$ cat config.mk
export PLATFORM = sky130hd
export DESIGN_NAME = hashmap_core
export DESIGN_NICKNAME = d
export VERILOG_FILES = /design/src/rtl/hashmap_core.sv
export SDC_FILE = /design/constraint.sdc
export NUM_CORES = 1
export LEC_CHECK = 0
export CORE_MARGIN = 2
export CORE_UTILIZATION = 39
export DETAILED_ROUTE_END_ITERATION = 7
export PLACE_DENSITY = 0.64
export RECOVER_POWER = 50
export SYNTH_ARGS = -nofsm -noshare
export SYNTH_HDL_FRONTEND = slang
export SYNTH_SLANG_ARGS = --single-unit
$ cat constraint.sdc
create_clock -name clk -period 6.4 [get_ports clk]
set_input_delay 1.28 -clock clk [delete_from_list [all_inputs] [get_ports clk]]
set_output_delay 1.28 -clock clk [all_outputs]
set_load 0.02 [all_outputs]
$ cat src/rtl/hashmap_core.sv
// hashmap_core: multi-table (cuckoo) hash map with a pipelined lookup path,
// lookup-relative modify/delete with forwarding, and a background insert
// engine that displaces colliding entries round-robin across the tables.
module hashmap_core #(
  parameter int NUM_TABLES    = 2,
  parameter int NUM_ADDR_BITS = 4,
  parameter int NUM_KEY_BITS  = 8,
  parameter int NUM_VAL_BITS  = 8,
  parameter int NUM_PIPES     = 2,
  parameter int EN_INS_SEL    = 1
) (
  input  logic                    clk,
  input  logic                    rst_n,
  input  logic [NUM_KEY_BITS-1:0] f_key,
  input  logic                    insert,
  input  logic [NUM_KEY_BITS-1:0] ins_key,
  input  logic [NUM_VAL_BITS-1:0] ins_value,
  output logic                    busy,
  input  logic                    lookup,
  input  logic [NUM_KEY_BITS-1:0] key,
  input  logic                    modify,
  input  logic                    del,
  input  logic [NUM_VAL_BITS-1:0] mod_value,
  output logic                    valid,
  output logic [NUM_VAL_BITS-1:0] value
);

  localparam int T  = NUM_TABLES;
  localparam int A  = NUM_ADDR_BITS;
  localparam int K  = NUM_KEY_BITS;
  localparam int V  = NUM_VAL_BITS;
  localparam int P  = NUM_PIPES;
  localparam int N  = 1 << A;
  localparam int TW = (T > 1) ? $clog2(T) : 1;
  localparam int NC = (K + A - 1) / A;
  localparam int PW = NC * A;

  // Table i: XOR-fold of (key ^ C_i) into A-bit chunks. Chunk j is rotated by
  // i*j first; a plain fold is linear, so without the rotation keys colliding
  // in one table would collide in every table and cuckoo could never resolve.
  function automatic logic [A-1:0] f_hash(input logic [K-1:0] k, input int t);
    logic [PW-1:0] x;
    logic [A-1:0]  ch;
    logic [A-1:0]  acc;
    int            r;
    x   = PW'(k ^ K'(t * 32'h5B));
    acc = '0;
    for (int j = 0; j < NC; j++) begin
      ch = x[j*A +: A];
      r  = (t * j) % A;
      if (r != 0) ch = (ch << r) | (ch >> (A - r));
      acc = acc ^ ch;
    end
    return acc;
  endfunction

  // Table storage: valid bits are control (reset), key/value are data
  logic         r_tv   [T][N];
  logic [K-1:0] r_tk   [T][N];
  logic [V-1:0] r_tval [T][N];

  // Displacement register of the insert engine
  logic          r_dv;
  logic [TW-1:0] r_dtab;
  logic [K-1:0]  r_dkey;
  logic [V-1:0]  r_dval;

  // Lookup pipeline, stage s holds the lookup issued s+1 cycles ago
  logic         r_req_p [P];
  logic         r_hit_p [P];
  logic [V-1:0] r_val_p [P];
  logic [K-1:0] r_key_p [P];

  logic [A-1:0]  w_l_addr [T];
  logic [A-1:0]  w_m_addr [T];
  logic [A-1:0]  w_e_addr [T];
  logic [A-1:0]  w_f_addr [T];
  logic          w_m_hit_t [T];
  logic          w_m_hit_d;
  logic          w_mod_en;
  logic [K-1:0]  w_mkey;
  logic          w_lk_hit;
  logic [V-1:0]  w_lk_val;
  logic [TW-1:0] w_e_tab;
  logic [TW-1:0] w_e_next;
  logic          w_e_found;
  logic          w_e_place;
  logic          w_stall;
  logic          w_e_go;
  logic          w_accept;
  logic [3:0]    w_f_cnt;

  // Per-table candidate addresses for lookup, modify, insert engine and tracked key
  always_comb begin
    for (int i = 0; i < T; i++) begin
      w_l_addr[i] = f_hash(key, i);
      w_m_addr[i] = f_hash(r_key_p[P-1], i);
      w_e_addr[i] = f_hash(r_dkey, i);
      w_f_addr[i] = f_hash(f_key, i);
    end
  end

  // Searches, insert target selection and modify/insert arbitration
  always_comb begin
    w_mkey    = r_key_p[P-1];
    w_mod_en  = modify && r_req_p[P-1] && r_hit_p[P-1];
    w_m_hit_d = r_dv && (r_dkey == w_mkey);
    w_lk_hit  = r_dv && (r_dkey == key);
    w_lk_val  = w_lk_hit ? r_dval : '0;
    w_e_tab   = r_dtab;
    w_e_found = 1'b0;
    w_f_cnt   = {3'b000, r_dv && (r_dkey == f_key)};
    for (int i = 0; i < T; i++) begin
      w_m_hit_t[i] = r_tv[i][w_m_addr[i]] && (r_tk[i][w_m_addr[i]] == w_mkey);
      if (r_tv[i][w_l_addr[i]] && (r_tk[i][w_l_addr[i]] == key)) begin
        w_lk_hit = 1'b1;
        w_lk_val = r_tval[i][w_l_addr[i]];
      end
      if (r_tv[i][w_f_addr[i]] && (r_tk[i][w_f_addr[i]] == f_key))
        w_f_cnt = w_f_cnt + 4'd1;
      if ((EN_INS_SEL != 0) && !w_e_found && !r_tv[i][w_e_addr[i]]) begin
        w_e_found = 1'b1;
        w_e_tab   = TW'(i);
      end
    end
    w_e_place = !r_tv[w_e_tab][w_e_addr[w_e_tab]];
    // A modify owns the slot (or displacement register) it targets this cycle
    w_stall   = w_mod_en && (w_m_hit_d ||
                (w_m_hit_t[w_e_tab] && (w_m_addr[w_e_tab] == w_e_addr[w_e_tab])));
    w_e_go    = r_dv && !w_stall;
    w_e_next  = (w_e_tab == TW'(T - 1)) ? '0 : w_e_tab + TW'(1);
    w_accept  = insert && !r_dv;
  end

  // Control state: slot valid bits, engine occupancy, lookup pipeline results
  always_ff @(posedge clk or negedge rst_n) begin
    if (!rst_n) begin
      for (int i = 0; i < T; i++)
        for (int j = 0; j < N; j++)
          r_tv[i][j] <= 1'b0;
      r_dv   <= 1'b0;
      r_dtab <= '0;
      for (int s = 0; s < P; s++) begin
        r_req_p[s] <= 1'b0;
        r_hit_p[s] <= 1'b0;
        r_val_p[s] <= '0;
      end
    end else begin
      if (w_accept) begin
        r_dv   <= 1'b1;
        r_dtab <= '0;
      end else if (w_e_go) begin
        r_tv[w_e_tab][w_e_addr[w_e_tab]] <= 1'b1;
        r_dv   <= !w_e_place;
        r_dtab <= w_e_next;
      end else if (w_mod_en && w_m_hit_d && del) begin
        r_dv <= 1'b0;
      end
      for (int i = 0; i < T; i++)
        if (w_mod_en && del && w_m_hit_t[i])
          r_tv[i][w_m_addr[i]] <= 1'b0;
      r_req_p[0] <= lookup;
      if (lookup && w_mod_en && (key == w_mkey)) begin
        r_hit_p[0] <= !del;
        r_val_p[0] <= mod_value;
      end else begin
        r_hit_p[0] <= lookup && w_lk_hit;
        r_val_p[0] <= w_lk_val;
      end
      for (int s = 1; s < P; s++) begin
        r_req_p[s] <= r_req_p[s-1];
        if (r_req_p[s-1] && w_mod_en && (r_key_p[s-1] == w_mkey)) begin
          r_hit_p[s] <= !del;
          r_val_p[s] <= mod_value;
        end else begin
          r_hit_p[s] <= r_hit_p[s-1];
          r_val_p[s] <= r_val_p[s-1];
        end
      end
    end
  end

  // Data state: table keys/values, displacement register contents, lookup keys
  always_ff @(posedge clk) begin
    if (w_accept) begin
      r_dkey <= ins_key;
      r_dval <= ins_value;
    end else if (w_e_go) begin
      r_tk[w_e_tab][w_e_addr[w_e_tab]]   <= r_dkey;
      r_tval[w_e_tab][w_e_addr[w_e_tab]] <= r_dval;
      r_dkey <= r_tk[w_e_tab][w_e_addr[w_e_tab]];
      r_dval <= r_tval[w_e_tab][w_e_addr[w_e_tab]];
    end else if (w_mod_en && w_m_hit_d && !del) begin
      r_dval <= mod_value;
    end
    for (int i = 0; i < T; i++)
      if (w_mod_en && !del && w_m_hit_t[i])
        r_tval[i][w_m_addr[i]] <= mod_value;
    r_key_p[0] <= key;
    for (int s = 1; s < P; s++)
      r_key_p[s] <= r_key_p[s-1];
  end

  // The tracked key never lives in more than one place at once
  a_unique_key: assert property (@(posedge clk) disable iff (!rst_n) w_f_cnt <= 4'd1);

  assign busy  = r_dv;
  assign valid = r_hit_p[P-1];
  assign value = r_val_p[P-1];

endmodule

==> reports/results.txt <==
status: finished, violations left
failing checks: max-capacitance violations, max-slew violations
FMAX: 165 MHz
Nets: 3056
setup TNS: 0 ns
crit share post-route: 94.5%
Tightest Hold Check Type: reg -> reg
Ports: 56
overall routing resource usage: 28.6%
Synth warnings: 0
CTS sink cnt: 598
Synth Area per Inst: 12.4 sq um
initial antenna violation count: 5
Pwr Density: 528 nW/um^2
Data required, critical path: 6.73 ns
area growth from synthesis to layout: 12.7%
TritonCTS clock tree: done
Final Setup Violations: 0
H-tree depth: 3
cell count after synthesis: 2955
Vias/cell: 6.56
Horiz. Die Dim: 311 um
max-cap viol count: 2
RSZ-0062 raised after global routing: false
Critical Path AT: 6.38 ns
most common cell in the netlist: edfxtp_1
Avg WL per Cell: 32.5 um
DRT iter0 DRCs: 4417
initial core utilization: 39.3%
clk buf depth: 3
CTS Hold Buffers Added: 0
routability cong.: 1.00
met1 Resource Use GR: 40.1%
main flop type after synthesis: edfxtp_1
crit path launch type: register
CP max-delay cell: nor4_1
Die ar.: 96500 sq um
CP peak stage delay: 0.70 ns
post-CTS sizing: 0
input/output buffers: 47
Yosys reg bits: 598
crit path kind: reg -> reg
row cnt: 112
actual slew at the worst max-slew pin: 3.56 ns
ANT nets after route: 0
Worst-path clk slew: 0.06 ns
Yosys top cell area share: 43.3%
drt total wl: 140000 um
Top Usage Layer GRT: met2
pin count of the biggest net entering global routing: 122
crit path cell chain: clkbuf_1 > xor2_4 > buf_4 > nor3_1 > a32o_1 > nor4_1 > xnor2_1 > nand4b_1 > nor4_1 > and2_0 > nand2_1 > o21ai_0 > buf_4
vias in the first global route: 26.9k
Rel. slew slack: -137%
GRT Residual Overflow: 0
syn nets: 3001
die height: 311 um
CP Capture Type: register
final hold vios: 0
leak pwr: 14.4 nW
post-CTS setup buffers: 0
number of synthesized flops with an enable pin: 528
DR DRC count: 0
CTS Buf Count: 66
final hold slack: 0.364 ns
DRT Pass-1 Iters: 6
leading area contributor after synthesis: edfxtp_1
skew final: 0.0292 ns
fin. max-slew vios: 88
min Tclk post-route: 6.05 ns
clk_lat worst skew: 0.63 ns
Synth area leaders: edfxtp_1, mux4_2, mux2i_1, dfrtp_1, nand2_1
met3 usage: 10.0%
first-pass GRT wire length: 199000 um
Distinct cells, synth: 80
reg-to-reg setup timing slack: 0.35 ns
Vias: 28.3k
Root Buffer: clkbuf_16
CP Max Fanout: 21
FFs w/ async S/R, synth: 9.03%
Max IR drop VDD: 0.000422 V
mapped cell area: 36700 sq um
Post-synth top cells: edfxtp_1, mux2i_1, nand2_1
layout cell share with drive strength beyond 1: 19.8%
core region area: 93200 sq um
GR Util met2: 40.7%
Final HPWL DP: 99800 um
sequential fraction of the synthesis area: 47.8%
sequential cells by signal (all words and copies together) (netlist names):
name     flops
busy         1
r_dkey       8
r_dtab       1
r_dval       8
r_hit_p      1
r_key_p     16
r_req_p      2
r_tk       256
r_tv        32
r_tval     256
r_val_p      8
valid        1
value        8
cell type report:
class                      instances  area, sq um
inverter                          52          195
multi-input combinational       2042        17900
antenna                            1         2.50
tap                             1254         1570
sequential                       598        17500
clock buffer                      80         1790
fill                            8554        51900
clock inverter                    37          345
timing repair buffer             250         1990
stage by stage:
stage | worst slack, ns | cell area [sq um] | power (mW) | utilization, % | std cells
after floorplan | 1.70 | 36700 | 13.0 | - | 2955
after global placement | 0.621 | 39400 | 17.4 | 42.2 | 4196
after detailed placement | 0.663 | 39400 | 17.5 | 42.2 | 4196
after CTS | 0.808 | 41500 | 21.3 | 44.5 | 4313
after global routing | 0.292 | 41300 | 22.5 | 44.3 | 4313
final | 0.349 | 41300 | 21.8 | 44.3 | 4314
where the power goes:
part / internal [mW] / switching [mW]
clock: 2.23 / 1.61
combinational: 3.88 / 8.12
sequential: 5.46 / 0.487
total: 11.6 / 10.2
logic make-up (layout without fill, tap and decap cells):
family / count (synthesis) / after routing / share of synthesized area [%]
simple gates: 838 / 838 / 10.9
mux: 665 / 665 / 26.6
flops: 598 / 598 / 47.8
compound gates: 441 / 441 / 8.24
buf+inv: 315 / 419 / 3.80
xor+xnor: 98 / 98 / 2.60
other cells: 0 / 1 / 0
metal layers:
metal  part of all wire, %  routed length, um
met4                   3.8               5320
met3                    15              21100
met1                    39              54400
met2                    42              59200
met5                 0.036                 51
path summary, 6_finish.rpt:
kind                                from            end  cells after the start
setup / recovery           r_key_p[0][8]  r_tval[0][15]                     13
hold / removal             r_key_p[0][0]  r_key_p[0][8]                      0
setup reg to reg           r_key_p[0][8]  r_tval[0][15]                     13
hold reg to reg            r_key_p[0][0]  r_key_p[0][8]                      0
max in group asynchronous          rst_n          valid                      2
min in group asynchronous          rst_n       value[5]                      2
cells in the final DEF (no fill, tap or decap), drive strengths merged, types with 19 or more instances in the layout:
cell           netlist  routed
clkinv               8      35
a31oi               19      19
nor3                34      34
xnor2               44      44
nor2               138     138
nand3              150     150
or3                 20      20
buf                112     174
inv                 44      45
clkbuf             151     110
clkdlybuf4s50        0      28
a311oi              19      19
a21oi               79      79
dfrtp               54      54
nand2              377     377
xor2                54      54
nand4               29      29
edfxtp             528     528
o21ai               59      59
mux2                58      58
mux4               242     242
nor4                27      27
mux2i              365     365
o22ai               62      62
a211oi              56      56
o311ai              21      21
worst max-delay path: cells and delay by family, from the launching register on:
family / cells / cell delay [ns]
simple gates: 6 / 2.77
buf+inv: 3 / 0.99
flops: 1 / 0.67
xor+xnor: 2 / 0.86
compound gates: 2 / 0.47
(Power assumes the default switching activity.)
